$ cat src/rtl/ahb_bus_arbiter_pkg.sv
// Shared AHB encodings for the ahb2apb bridge subsystem, plus burst-length helpers
// used by the bus arbiter.
package ahb_apb_bridge_pkg;

  typedef enum logic [1:0] {
    TRANS_IDLE   = 2'b00,
    TRANS_BUSY   = 2'b01,
    TRANS_NONSEQ = 2'b10,
    TRANS_SEQ    = 2'b11
  } trans_type_t;

  typedef enum logic [2:0] {
    BURST_SINGLE = 3'b000,
    BURST_INCR   = 3'b001,
    BURST_WRAP4  = 3'b010,
    BURST_INCR4  = 3'b011,
    BURST_WRAP8  = 3'b100,
    BURST_INCR8  = 3'b101,
    BURST_WRAP16 = 3'b110,
    BURST_INCR16 = 3'b111
  } burst_type_t;

  typedef logic [4:0] beats_t;

  // Zero means undefined length (INCR).
  function automatic beats_t burst_beats(burst_type_t burst);
    case (burst)
      BURST_SINGLE:               return 5'd1;
      BURST_WRAP4,  BURST_INCR4:  return 5'd4;
      BURST_WRAP8,  BURST_INCR8:  return 5'd8;
      BURST_WRAP16, BURST_INCR16: return 5'd16;
      default:                    return 5'd0;
    endcase
  endfunction

endpackage

$ cat src/rtl/ahb_bus_arbiter_if.sv
// Request/grant and shared-bus signals between the requesting masters and the arbiter.
interface ahb_bus_arbiter_if #(
  parameter int NUM_MASTERS = 4,
  parameter int MW          = $clog2(NUM_MASTERS)
);
  import ahb_apb_bridge_pkg::*;

  logic [NUM_MASTERS-1:0] HBUSREQ;
  logic [NUM_MASTERS-1:0] HLOCK;
  trans_type_t            HTRANS;
  burst_type_t            HBURST;
  logic                   HREADY;
  logic [NUM_MASTERS-1:0] HGRANT;
  logic [MW-1:0]          HMASTER;
  logic                   HMASTLOCK;

  modport slave (
    input  HBUSREQ, HLOCK, HTRANS, HBURST, HREADY,
    output HGRANT, HMASTER, HMASTLOCK
  );

  modport master (
    output HBUSREQ, HLOCK, HTRANS, HBURST, HREADY,
    input  HGRANT, HMASTER, HMASTLOCK
  );

endinterface

$ cat src/rtl/ahb_bus_arbiter_rr_pick.sv
// Combinational circular first-one finder: lowest set bit of req at or after start,
// wrapping around the top of the vector.
module rr_pick #(
  parameter int NUM_MASTERS = 4,
  parameter int MW          = $clog2(NUM_MASTERS)
) (
  input  logic [NUM_MASTERS-1:0] req,
  input  logic [MW-1:0]          start,
  output logic                   found,
  output logic [MW-1:0]          index
);

  // Walk offsets from farthest to nearest so the nearest requester overwrites the result.
  always_comb begin
    int pos;
    found = 1'b0;
    index = '0;
    pos   = 0;
    for (int i = NUM_MASTERS - 1; i >= 0; i--) begin
      pos = (int'(start) + i) % NUM_MASTERS;
      if (req[pos[MW-1:0]]) begin
        found = 1'b1;
        index = pos[MW-1:0];
      end
    end
  end

endmodule

$ cat src/rtl/ahb_bus_arbiter.sv
// Round-robin AHB arbiter: tracks burst progress on the shared bus and moves the grant
// only at burst boundaries, honouring HLOCK and parking on DEFAULT_MASTER.
module ahb_bus_arbiter
  import ahb_apb_bridge_pkg::*;
#(
  parameter int NUM_MASTERS    = 4,
  parameter int DEFAULT_MASTER = 0,
  parameter int MW             = $clog2(NUM_MASTERS)
) (
  input  logic            HCLK,
  input  logic            HRESET,
  ahb_bus_arbiter_if.slave bus
);

  localparam logic [MW-1:0] DEF_IDX = MW'(DEFAULT_MASTER);

  beats_t                 rem, rem_next, beats;
  logic                   undef, undef_next;
  logic [MW-1:0]          owner, start, pick, next_owner;
  logic                   found, arb_point;
  logic [NUM_MASTERS-1:0] grant;
  logic [MW-1:0]          hmaster;
  logic                   hmastlock;

  assign beats = burst_beats(bus.HBURST);

  always_comb begin
    rem_next   = rem;
    undef_next = undef;
    case (bus.HTRANS)
      TRANS_NONSEQ: begin
        if (beats != 5'd0) begin
          rem_next   = beats - 5'd1;
          undef_next = 1'b0;
        end else begin
          rem_next   = 5'd0;
          undef_next = 1'b1;
        end
      end
      TRANS_SEQ: begin
        if (rem != 5'd0) rem_next = rem - 5'd1;
      end
      TRANS_IDLE: begin
        rem_next   = 5'd0;
        undef_next = 1'b0;
      end
      default: ;
    endcase
  end

  // The owner index doubles as the round-robin pointer; the search starts just past it.
  assign start = (owner == MW'(NUM_MASTERS - 1)) ? '0 : owner + 1'b1;

  rr_pick #(.NUM_MASTERS(NUM_MASTERS), .MW(MW)) u_pick (
    .req   (bus.HBUSREQ),
    .start (start),
    .found (found),
    .index (pick)
  );

  // The burst state after this edge decides the boundary, so an INCR opening beat is
  // already treated as undefined length and cannot be pre-empted.
  always_comb begin
    arb_point = bus.HREADY && (bus.HTRANS != TRANS_BUSY) &&
                ((!undef_next && (rem_next == 5'd0)) ||
                 (undef_next && !bus.HBUSREQ[owner]));
    next_owner = owner;
    if (bus.HLOCK[owner] && bus.HBUSREQ[owner]) next_owner = owner;
    else if (found)                             next_owner = pick;
    else                                        next_owner = DEF_IDX;
  end

  always_ff @(posedge HCLK or posedge HRESET) begin
    if (HRESET) begin
      rem       <= 5'd0;
      undef     <= 1'b0;
      owner     <= DEF_IDX;
      grant     <= NUM_MASTERS'(1) << DEF_IDX;
      hmaster   <= DEF_IDX;
      hmastlock <= 1'b0;
    end else if (bus.HREADY) begin
      rem       <= rem_next;
      undef     <= undef_next;
      hmaster   <= owner;
      hmastlock <= bus.HLOCK[owner];
      if (arb_point) begin
        owner <= next_owner;
        grant <= NUM_MASTERS'(1) << next_owner;
      end
    end
  end

  assign bus.HGRANT    = grant;
  assign bus.HMASTER   = hmaster;
  assign bus.HMASTLOCK = hmastlock;

endmodule

$ cat src/flat_wrapper.sv
// flat-port wrapper written by rule: the top's interface ports become plain ports
module ahb_bus_arbiter_flat import ahb_apb_bridge_pkg::*;
#(
  parameter int NUM_MASTERS    = 4,
  parameter int DEFAULT_MASTER = 0,
  parameter int MW             = $clog2(NUM_MASTERS)
)
  (HCLK, HRESET, bus_HBUSREQ, bus_HLOCK, bus_HTRANS, bus_HBURST, bus_HREADY, bus_HGRANT, bus_HMASTER, bus_HMASTLOCK);
  ahb_bus_arbiter_if #(.NUM_MASTERS(NUM_MASTERS), .MW(MW)) bus_i ();
  input  logic HCLK;
  input  logic HRESET;
  input wire logic [$bits(bus_i.HBUSREQ)-1:0] bus_HBUSREQ;
  input wire logic [$bits(bus_i.HLOCK)-1:0] bus_HLOCK;
  input wire logic [$bits(bus_i.HTRANS)-1:0] bus_HTRANS;
  input wire logic [$bits(bus_i.HBURST)-1:0] bus_HBURST;
  input wire logic [$bits(bus_i.HREADY)-1:0] bus_HREADY;
  output wire logic [$bits(bus_i.HGRANT)-1:0] bus_HGRANT;
  output wire logic [$bits(bus_i.HMASTER)-1:0] bus_HMASTER;
  output wire logic [$bits(bus_i.HMASTLOCK)-1:0] bus_HMASTLOCK;
  assign bus_i.HBUSREQ = bus_HBUSREQ;
  assign bus_i.HLOCK = bus_HLOCK;
  assign bus_i.HTRANS = bus_HTRANS;
  assign bus_i.HBURST = bus_HBURST;
  assign bus_i.HREADY = bus_HREADY;
  assign bus_HGRANT = bus_i.HGRANT;
  assign bus_HMASTER = bus_i.HMASTER;
  assign bus_HMASTLOCK = bus_i.HMASTLOCK;
  ahb_bus_arbiter #(.NUM_MASTERS(NUM_MASTERS), .DEFAULT_MASTER(DEFAULT_MASTER), .MW(MW)) u_core (.HCLK(HCLK), .HRESET(HRESET), .bus(bus_i));
endmodule
$ cat config.mk
export PLATFORM = sky130hd
export DESIGN_NAME = ahb_bus_arbiter_flat
export DESIGN_NICKNAME = d
export VERILOG_FILES = /design/src/rtl/ahb_bus_arbiter_pkg.sv /design/src/rtl/ahb_bus_arbiter_if.sv /design/src/rtl/ahb_bus_arbiter_rr_pick.sv /design/src/rtl/ahb_bus_arbiter.sv /design/src/flat_wrapper.sv
export SDC_FILE = /design/constraint.sdc
export NUM_CORES = 1
export LEC_CHECK = 0
export ABC_AREA = 1
export CORE_MARGIN = 3
export CORE_UTILIZATION = 41
export CTS_CLUSTER_DIAMETER = 40
export CTS_CLUSTER_SIZE = 20
export DETAILED_ROUTE_END_ITERATION = 6
export GPL_TIMING_DRIVEN = 0
export PLACE_DENSITY = 0.66
export SYNTH_ARGS = -nofsm -noshare
export SYNTH_HDL_FRONTEND = slang
export SYNTH_SLANG_ARGS = --single-unit
$ cat constraint.sdc
create_clock -name HCLK -period 2.94 [get_ports HCLK]
set_input_delay 0.441 -clock HCLK [delete_from_list [all_inputs] [get_ports HCLK]]
set_output_delay 0.441 -clock HCLK [all_outputs]
set_load 0.05 [all_outputs]
Word-level counts from Yosys, hierarchy flattened
Index checks and enable logic that the tools add are counted.
{ "word_totals": {"register_bits": 15, "wordCells": 74, "out_inout_bits": 7, "in_bits": 16} }
{ "op_classes": {"n_shift": 1, "reduce_logical": 17, "magnitude_cmp": 5, "n_mux": 29, "n_eq_ne": 10, "addsub": 6} }
{ "ops": {"columns": ["operator", "n"], "rows": [
  ["$pmux W5 S4", 1],
  ["$lt A2 B3 Y1 const B", 5],
  ["$pmux W5 S3", 1],
  ["$mux W2", 7],
  ["$bmux W1 S2", 6],
  ["$eq A3 B3 Y1 const B", 4],
  ["$mux W1", 11],
  ["$mux W5", 2],
  ["$reduce_bool A5 Y1", 2],
  ["$sub A5 B1 Y5 const B", 2],
  ["$eq A2 B2 Y1 const B", 3],
  ["$eq A3 B2 Y1 const B", 2],
  ["$reduce_or A2 Y1", 3],
  ["$logic_and A1 B1 Y1", 5],
  ["$logic_not A5 Y1", 1],
  ["$add A2 B1 Y2 const B", 2],
  ["$add A2 B2 Y2 const B", 2],
  ["$shl A1 B2 Y4 const A", 1],
  ["$logic_not A3 Y1", 1],
  ["$logic_not A1 Y1", 2],
  ["$logic_not A2 Y1", 1],
  ["$ne A2 B1 Y1 const B", 1],
  ["$pmux W1 S2", 1],
  ["$reduce_and A2 Y1", 1],
  ["$logic_or A1 B1 Y1", 1]
]} }

Longest topological paths before layout
Gate-level depths: netlist of run 1.
{ "logic_depth": {"depth_word": 12, "ltp_mapped": 15, "ltp_nobuf": 15} }

Hierarchy
A second synthesis of run 1 with hierarchy kept.
{ "hier_totals": {"hier_cells": 213, "hier_area_um2": 1306.3} }
{ "by_module_without_submodules": {"columns": ["mod", "n_inst", "seq_area_each_um2", "cells_each", "area_each_um2"], "rows": [
  ["ahb_bus_arbiter", 1, 376.6, 167, 1093.5],
  ["rr_pick", 1, 0.0, 46, 212.7]
]} }

Worst setup path after synthesis of run 1
OpenSTA, ideal clock, no wires.
{ "synth_timing": {"path_kind": "input port to flip-flop", "start": "input bus_HBURST[1]", "end": "register u_core.grant[2], in the netlist u_core.bus.HGRANT[2]", "path_buffers": 0, "t_required_ns": 2.822, "stages": 15, "arrival_time_ns": 1.697, "slack_ns": 1.125, "setup_ns": 0.118, "cell_sequence": "inv_1 nand3_1 ha_1 inv_1 nor2_1 nor2_1 nand2_1 nor2_1 nor2_1 nand4_1 nand2_2 nand2_4 inv_2 nand2_1 nand2_1"} }
{ "synth_via": {"elab_chain_cells": 11, "word_cells_on_any_way": 24, "cone_classes": "add/sub: 1; eq/ne: 6; mux: 5; reduce/logical: 12"} }
{ "synth_rtl": {"columns": ["element", "line_no", "text"], "rows": [
  ["from (decl)", "flat_wrapper.sv:15", "input wire logic [$bits(bus_i.HBURST)-1:0] bus_HBURST;"],
  ["$eq A3 B3 Y1 / $eq A3 B2 Y1 (equally long branches)", "ahb_bus_arbiter_pkg.sv:27", "case (burst)"],
  ["$reduce_or A2 Y1", "ahb_bus_arbiter_pkg.sv:27", null],
  ["$pmux W5 S4 (*)", "ahb_bus_arbiter_pkg.sv:27", null],
  ["$sub A5 B1 Y5 / $reduce_bool A5 Y1 (equally long branches)", "ahb_bus_arbiter.sv:33, ahb_bus_arbiter.sv:32", null],
  ["$mux W5 / $mux W1 (equally long branches)", "ahb_bus_arbiter.sv:32", "if (beats != 5'd0) begin"],
  ["$pmux W5 S3 / $pmux W1 S2 (equally long branches)", "ahb_bus_arbiter.sv:30", "case (bus.HTRANS)"],
  ["$logic_not A5 Y1 / $logic_not A1 Y1 (equally long branches)", "ahb_bus_arbiter.sv:65", "((!undef_next && (rem_next == 5'd0)) ||"],
  ["$logic_and A1 B1 Y1", "ahb_bus_arbiter.sv:65", null],
  ["$logic_or A1 B1 Y1 (*)", "ahb_bus_arbiter.sv:65", null],
  ["$logic_and A1 B1 Y1 (*)", "ahb_bus_arbiter.sv:64", "arb_point = bus.HREADY && (bus.HTRANS != TRANS_BUSY) &&"],
  ["$reduce_and A2 Y1 (no source line) (*)", null, null],
  ["to (signal assigned)", "ahb_bus_arbiter.sv:78", "grant <= NUM_MASTERS'(1) << DEF_IDX;"],
  ["to (signal assigned)", "ahb_bus_arbiter.sv:88", "grant <= NUM_MASTERS'(1) << next_owner;"],
  ["to (decl)", "ahb_bus_arbiter.sv:21", "logic [NUM_MASTERS-1:0] grant;"]
]} }
Every way passes the cells marked *; elsewhere a longest branch is shown, timed or not.
A chain may end at the register's enable or synchronous reset.

Worst setup path after layout of run 1
{ "layout_timing": {"start": "input bus_HBURST[2]", "end": "register u_core.owner[0]"} }
{ "layout_via": {"elab_chain_cells": 11, "word_cells_on_any_way": 24, "cone_classes": "add/sub: 1; eq/ne: 6; mux: 5; reduce/logical: 12"} }
{ "layout_rtl": {"columns": ["element", "line_no", "text"], "rows": [
  ["$eq A3 B3 Y1 / $eq A3 B2 Y1 (equally long branches)", "ahb_bus_arbiter_pkg.sv:27", null],
  ["$reduce_or A2 Y1", "ahb_bus_arbiter_pkg.sv:27", null],
  ["$pmux W5 S4 (*)", "ahb_bus_arbiter_pkg.sv:27", null],
  ["$sub A5 B1 Y5 / $reduce_bool A5 Y1 (equally long branches)", "ahb_bus_arbiter.sv:33, ahb_bus_arbiter.sv:32", null],
  ["$mux W5 / $mux W1 (equally long branches)", "ahb_bus_arbiter.sv:32", null],
  ["$pmux W5 S3 / $pmux W1 S2 (equally long branches)", "ahb_bus_arbiter.sv:30", null],
  ["$logic_not A5 Y1 / $logic_not A1 Y1 (equally long branches)", "ahb_bus_arbiter.sv:65", null],
  ["$logic_and A1 B1 Y1", "ahb_bus_arbiter.sv:65", null],
  ["$logic_or A1 B1 Y1 (*)", "ahb_bus_arbiter.sv:65", null],
  ["$logic_and A1 B1 Y1 (*)", "ahb_bus_arbiter.sv:64", null],
  ["$reduce_and A2 Y1 (no source line) (*)", null, null],
  ["to (signal assigned)", "ahb_bus_arbiter.sv:87", "owner <= next_owner;"],
  ["to (decl)", "ahb_bus_arbiter.sv:19", "logic [MW-1:0] owner, start, pick, next_owner;"]
]} }
Marks and branches as above.

==> results of run 1 <==
power breakdown:
group / leakage [nW] / switching, W / internal (W)
Clock: 0.0150 / 0.0000566 / 0.0000524
Combinational: 0.629 / 0.000635 / 0.000346
Sequential: 0.189 / 0.0000498 / 0.000272
Total: 0.834 / 0.000741 / 0.000671
flip-flops by register name, summed over array words and instances (netlist names):
register and cells:
u_core.rem 5, u_core.bus.HGRANT 4, u_core.bus.HMASTER 2, u_core.owner 2, u_core.bus.HMASTLOCK 1, u_core.undef 1
metrics by stage:
stage	setup WS (ps)	cells	power [W]	utilization [%]	area (um^2)
6_report	567	257	0.00141	54.5	1560
5_1_grt	356	257	0.00155	54.5	1560
4_1_cts	589	257	0.00142	54.5	1560
3_5_place_dp	297	253	0.00130	53.6	1530
3_3_place_gp	340	253	0.00128	53.6	1530
2_1_floorplan	1120	200	0.00108	-	1270
metal layers:
metal | vias to the layer above | share of wire [%]
li1 | 688 | -
met1 | 575 | 46
met2 | 14 | 51
met5 | - | 0
met3 | 2 | 2.3
met4 | 0 | 0.43
kinds of logic (layout without fill, tap and decap cells):
logic type,after synthesis,after routing,share of synthesized area [%]
flip-flops,15,15,29.7
AO/OA/AOI/OAI,21,21,9.46
adder cells (fa/ha/maj),4,4,3.94
buffers and inverters,35,61,11.3
AND/OR/NAND/NOR,125,125,45.6
worst max-delay path, cell delays in order:
cell and delay [ps]:
clkdlybuf4s50_1 480, inv_1 100, nand3_1 170, ha_1 240, inv_1 50, nor2_1 40
nor2_1 250, nand2_1 90, nor2_1 140, nor2_1 90, nand4_1 110, nand2_2 70
nand2_4 110, inv_2 70, nand2_1 60, nand2_1 40
final cells by class:
type / instances / area share (%)
buffer: 1 / 0.724
clock buffer: 4 / 1.69
inverter: 34 / 8.53
multi-input combinational: 150 / 48.2
sequential: 15 / 24.2
tap: 31 / 2.49
timing repair buffer: 22 / 14.2
worst max-delay path by stage:
stage / cells past startpoint / end / start / slack, ps
6_report: 16 / u_core.owner[0] / bus_HBURST[2] / 570
5_1_grt: 16 / u_core.owner[1] / bus_HBURST[2] / 360
3_3_place_gp: 16 / u_core.bus.HGRANT[2] / bus_HBURST[2] / 340
4_1_cts: 16 / u_core.bus.HGRANT[2] / bus_HBURST[2] / 590
3_5_place_dp: 16 / u_core.bus.HGRANT[2] / bus_HBURST[2] / 300
2_1_floorplan: 15 / u_core.bus.HGRANT[2] / bus_HBURST[1] / 1120
cell usage in the layout (no fill, tap or decap), types with 2 or more instances in the layout:
| cell | n |
|---|---|
| nor2_2 | 2 |
| inv_1 | 31 |
| nor2_1 | 15 |
| o21ai_2 | 2 |
| nand2_1 | 71 |
| nand2_4 | 2 |
| nand3_2 | 3 |
| nand2_2 | 7 |
| inv_2 | 2 |
| a21oi_1 | 4 |
| o21ai_0 | 9 |
| nand4_1 | 3 |
| clkbuf_4 | 3 |
| o22ai_1 | 3 |
| ha_1 | 4 |
| nand3_1 | 18 |
| clkdlybuf4s50_1 | 22 |
| dfrtp_1 | 14 |
==> impl_metrics.ini, run 1 <==
[floorplanning]
die_w_um = 61.7
die_area_um2 = 3800
rows = 19
initial_core_util_pct = 44.5
io_pins = 23
die_h_um = 61.7
coreArea_um2 = 2850

[routing]
wl_per_cell_um = 10.9
vias = 1279
routed_via_density = 4.98
drc = 0
drtAntennaViolNets = 0
routed_wl_um = 2810
dr.pass1.iters = 4
dr.first_iter.drc_count = 68

[global_routing]
grt_pass1_vias = 1200
grtUsageMet2_pct = 29.6
met1_usage_pct = 19.9
grt_max_degree = 16
grt_usage_pct = 16.1
antenna_found_initial = 0
grt.overflow.total = 0
grt_busiest_layer = met2
grt_first_pass_wirelength_um = 4710
use_met3_pct = 1.89

[cts]
hold_buffers = 0
cts_root_buffer = clkbuf_4
numCtsBuffers = 3
cts_resized = 0
htree_levels = 1
clk_pin_slew_worst_paths_ps = 80
cts_setup_buffers = 0
clock-sinks = 15
cts_buffer_depth = 2
cts_tree = yes
insertion_delay_ps = 270

[worst_setup_path]
start_kind = input pin
r2r_start = u_core.owner[1]
critical_path_arrival_ps = 2530
crit_required_ps = 3100
path_max_fanout = 9
rr_endpoint = u_core.bus.HGRANT[0]
worstRegToRegCells = 12
crit_type = input pin to flip-flop
r2r_slack_ps = 1050
endpoint_kind = flip-flop

[synthesis]
synth_area_per_cell_um2 = 6.35
netlist.area_leader.share_pct = 27.6
ys_warn_count = 0
synthTopCellsByArea = dfrtp_1 (28%), nand2_1 (21%), inv_1 (9.2%)
synthesis.instances = 200
async_flop_share_pct = 100
synth.distinct_cells = 26
synth_nets = 220
synth_ff_type = dfrtp_1
synth.most_common_cell = nand2_1
ys_seq_area_share_pct = 29.7
ys_seq_elements = 15
synth_area_leader_cell = dfrtp_1
synth-edff-count = 0
syn_area_um2 = 1270
synth_commonest_cells = nand2_1 (71), inv_1 (31), nand3_1 (18)

[cells_and_area]
area_growth_pct = 22.5
nets = 247
layout-drive-gt1-share_pct = 11.9
regArea_um2 = 377
multi_input_area_um2 = 749
n_fill_cell = 303
diodes = 0

[pwr]
power_leakage_nw = 0.834
peakVddDrop_mv = 0.617
p_per_area_nw_per_um2 = 908

[status]
status = completed

[placement]
io_buffers = 22
globalplace.congestion = 0.855
dp_hpwl_um = 2310

[sta]
min_period_ps = 2370
maxSlewViolCount = 0
fin_skew_ps = 6.42
rsz0062_at_grt = no
whs_ps = 472
max_clock_freq_mhz = 421
fin_crit_sh_pct = 80.7
tightest_slew_ps = 557
hold_violations = 0
setup_viol_count_final = 0
slew_headroom_pct = 62.9
setup_tns_ps = 0

[min_path]
min_from = u_core.bus.HGRANT[0]
holdPathStages = 2
hp-class = flip-flop to flip-flop
min_to = u_core.bus.HGRANT[0]

[flow_run]
cap_violations = 0
Power figures use the tool's default switching activity.
==> run 2: changes to the inputs <==
==> constraint.sdc (replaced) <==
create_clock -name HCLK -period 2.2 [get_ports HCLK]
set_input_delay 0.33 -clock HCLK [delete_from_list [all_inputs] [get_ports HCLK]]
set_output_delay 0.33 -clock HCLK [all_outputs]
set_load 0.05 [all_outputs]
==> run 2 against run 1 <==
  * Core utilization grew 1.0 points
  * First-iteration DRC count decreased by 7.4%
  * Wire length up 0.64%
  * Critical endpoint unchanged
  * Die area stayed put
  * Final cell count did not move
  * Cell area is 1.9% higher
==> impl_metrics.ini, run 2 (same netlist as run 1, synthesis figures left out) <==
[worst_setup_path]
endpoint_kind = flip-flop
cp.depth = 16
slowest_stage = clkdlybuf4s50_1
crit_chain = clkdlybuf4s50_1 > inv_2 > nand3_2 > ha_1 > inv_1 > nor2_4 > nor2_4 > nand2_1 > nor2_1 > nor2_1 > nand4_1 > nand2_2 > nand2_4 > inv_2 > nand2_1 > nand2_1
path_max_fanout = 9
cp_num_buf_inv = 4
endpoint = u_core.owner[0]
r2r_slack_ps = 310
r2r_start = u_core.owner[1]
crit_family = simple AND/OR/NAND/NOR gates
crit_required_ps = 2360
max_stage_delay_ps = 450
worstSetupStartpoint = bus_HBURST[1]
crit_type = input pin to flip-flop
start_kind = input pin
timing.critical_path.mode_cell = nand2_1
rr_endpoint = u_core.bus.HGRANT[0]
critical_path_arrival_ps = 2220
worstRegToRegCells = 12

[routing]
dr.pass1.iters = 4
drc = 0
routed_wl_um = 2830
routed_via_density = 5.00
vias = 1285
dr.first_iter.drc_count = 63
drtAntennaViolNets = 0
wl_per_cell_um = 11.0

[sta]
max_clock_freq_mhz = 486
rsz0062_at_grt = no
maxSlewViolCount = 0
hold_violations = 0
tightest_slew_ps = 556
setup_viol_count_final = 0
fin_skew_ps = 6.42
whs_ps = 400
setup_tns_ps = 0
slew_headroom_pct = 62.9
min_period_ps = 2060
fin_crit_sh_pct = 93.5

[placement]
dp_cells = 253
dp_hpwl_um = 2310
globalplace.congestion = 0.855
io_buffers = 22

[status]
status = completed

[cells_and_area]
stdcell_count = 257
largest_reg_flops = 5
nets = 247
top_register = u_core.rem
layout-drive-gt1-share_pct = 14.2
diodes = 0
area_growth_pct = 24.7
layout_common_cells = nand2_1 (71), inv_1 (30), clkdlybuf4s50_1 (21)
final_util_pct = 55.5
final_common_cell = nand2_1

[pwr]
peakVddDrop_mv = 0.824
finalPower_w = 0.00189
p_sw_share_pct = 52.5
intPower_w = 0.000899
p_clk_share_pct = 7.7
p_per_area_nw_per_um2 = 1200
p_switching_w = 0.000995
share_seq_of_total_power_pct = 22.8
power_leakage_nw = 0.846
pwr-share-comb_pct = 69.6

[floorplanning]
die_h_um = 61.7
die_w_um = 61.7
initial_core_util_pct = 44.5
coreArea_um2 = 2850
rows = 19
io_pins = 23
die_area_um2 = 3800

[cts]
clock-sinks = 15
cts_root_buffer = clkbuf_4
cts_tree = yes
insertion_delay_ps = 270
hold_buffers = 0
clk_pin_slew_worst_paths_ps = 80
cts_buffer_depth = 2
htree_levels = 1
numCtsBuffers = 3
cts_setup_buffers = 0

[flow_run]
cap_violations = 0

[global_routing]
grt_pass1_vias = 1200
antenna_found_initial = 0
grt_max_degree = 16
grt.overflow.total = 0
grt_usage_pct = 16.1
grt_first_pass_wirelength_um = 4710

[min_path]
hp-class = input pin to async pin
run 2: power groups by stage:
stage / Sequential (W) / Clock, W / Combinational (W)
2_1_floorplan: 0.000604 / 0 / 0.000838
5_1_grt: 0.000446 / 0.000166 / 0.00146
3_5_place_dp: 0.000437 / 0 / 0.00130
6_report: 0.000431 / 0.000146 / 0.00132
4_1_cts: 0.000432 / 0.000153 / 0.00131
3_3_place_gp: 0.000437 / 0 / 0.00127
run 2: what timing repair did:
item,CTS,global route
pin swaps,0,1
resized for setup,1,7
hold endpoints to repair,0,0
endpoints found under the setup margin,4,6
run 2: per-stage QoR:
step           setup slack, ps  area (um^2)
3_3_place_gp              -289         1530
6_report                   144         1580
4_1_cts                   26.4         1560
2_1_floorplan              496         1270
3_5_place_dp              -332         1530
5_1_grt                   10.4         1580
run 2: worst min path at each step:
stage                          from                   end  slack (ps)
6_report                     HRESET  u_core.bus.HGRANT[3]         400
5_1_grt                      HRESET  u_core.bus.HGRANT[3]         430
4_1_cts                      HRESET         u_core.rem[3]         410
3_5_place_dp   u_core.bus.HGRANT[0]  u_core.bus.HGRANT[0]         460
3_3_place_gp   u_core.bus.HGRANT[0]  u_core.bus.HGRANT[0]         460
2_1_floorplan                HRESET  u_core.bus.HGRANT[1]         230
run 2: final cells by class:
| type | count | area, um^2 |
|---|---|---|
| Fill cell | 299 | 1270 |
| Multi-Input combinational cell | 150 | 776 |
| Sequential cell | 15 | 377 |
| Timing Repair Buffer | 22 | 223 |
| Inverter | 34 | 133 |
| Tap cell | 31 | 38.8 |
| Clock buffer | 4 | 26.3 |
| Buffer | 1 | 11.3 |
run 2: routing by layer:
layer	part of all wire (%)	track usage, %	wire length, um	vias up
met5	0	0	0	-
met4	0.42	3.64	12	0
met3	2.3	1.89	64	2
li1	-	-	-	689
met1	46	19.9	1300	580
met2	51	29.6	1450	14
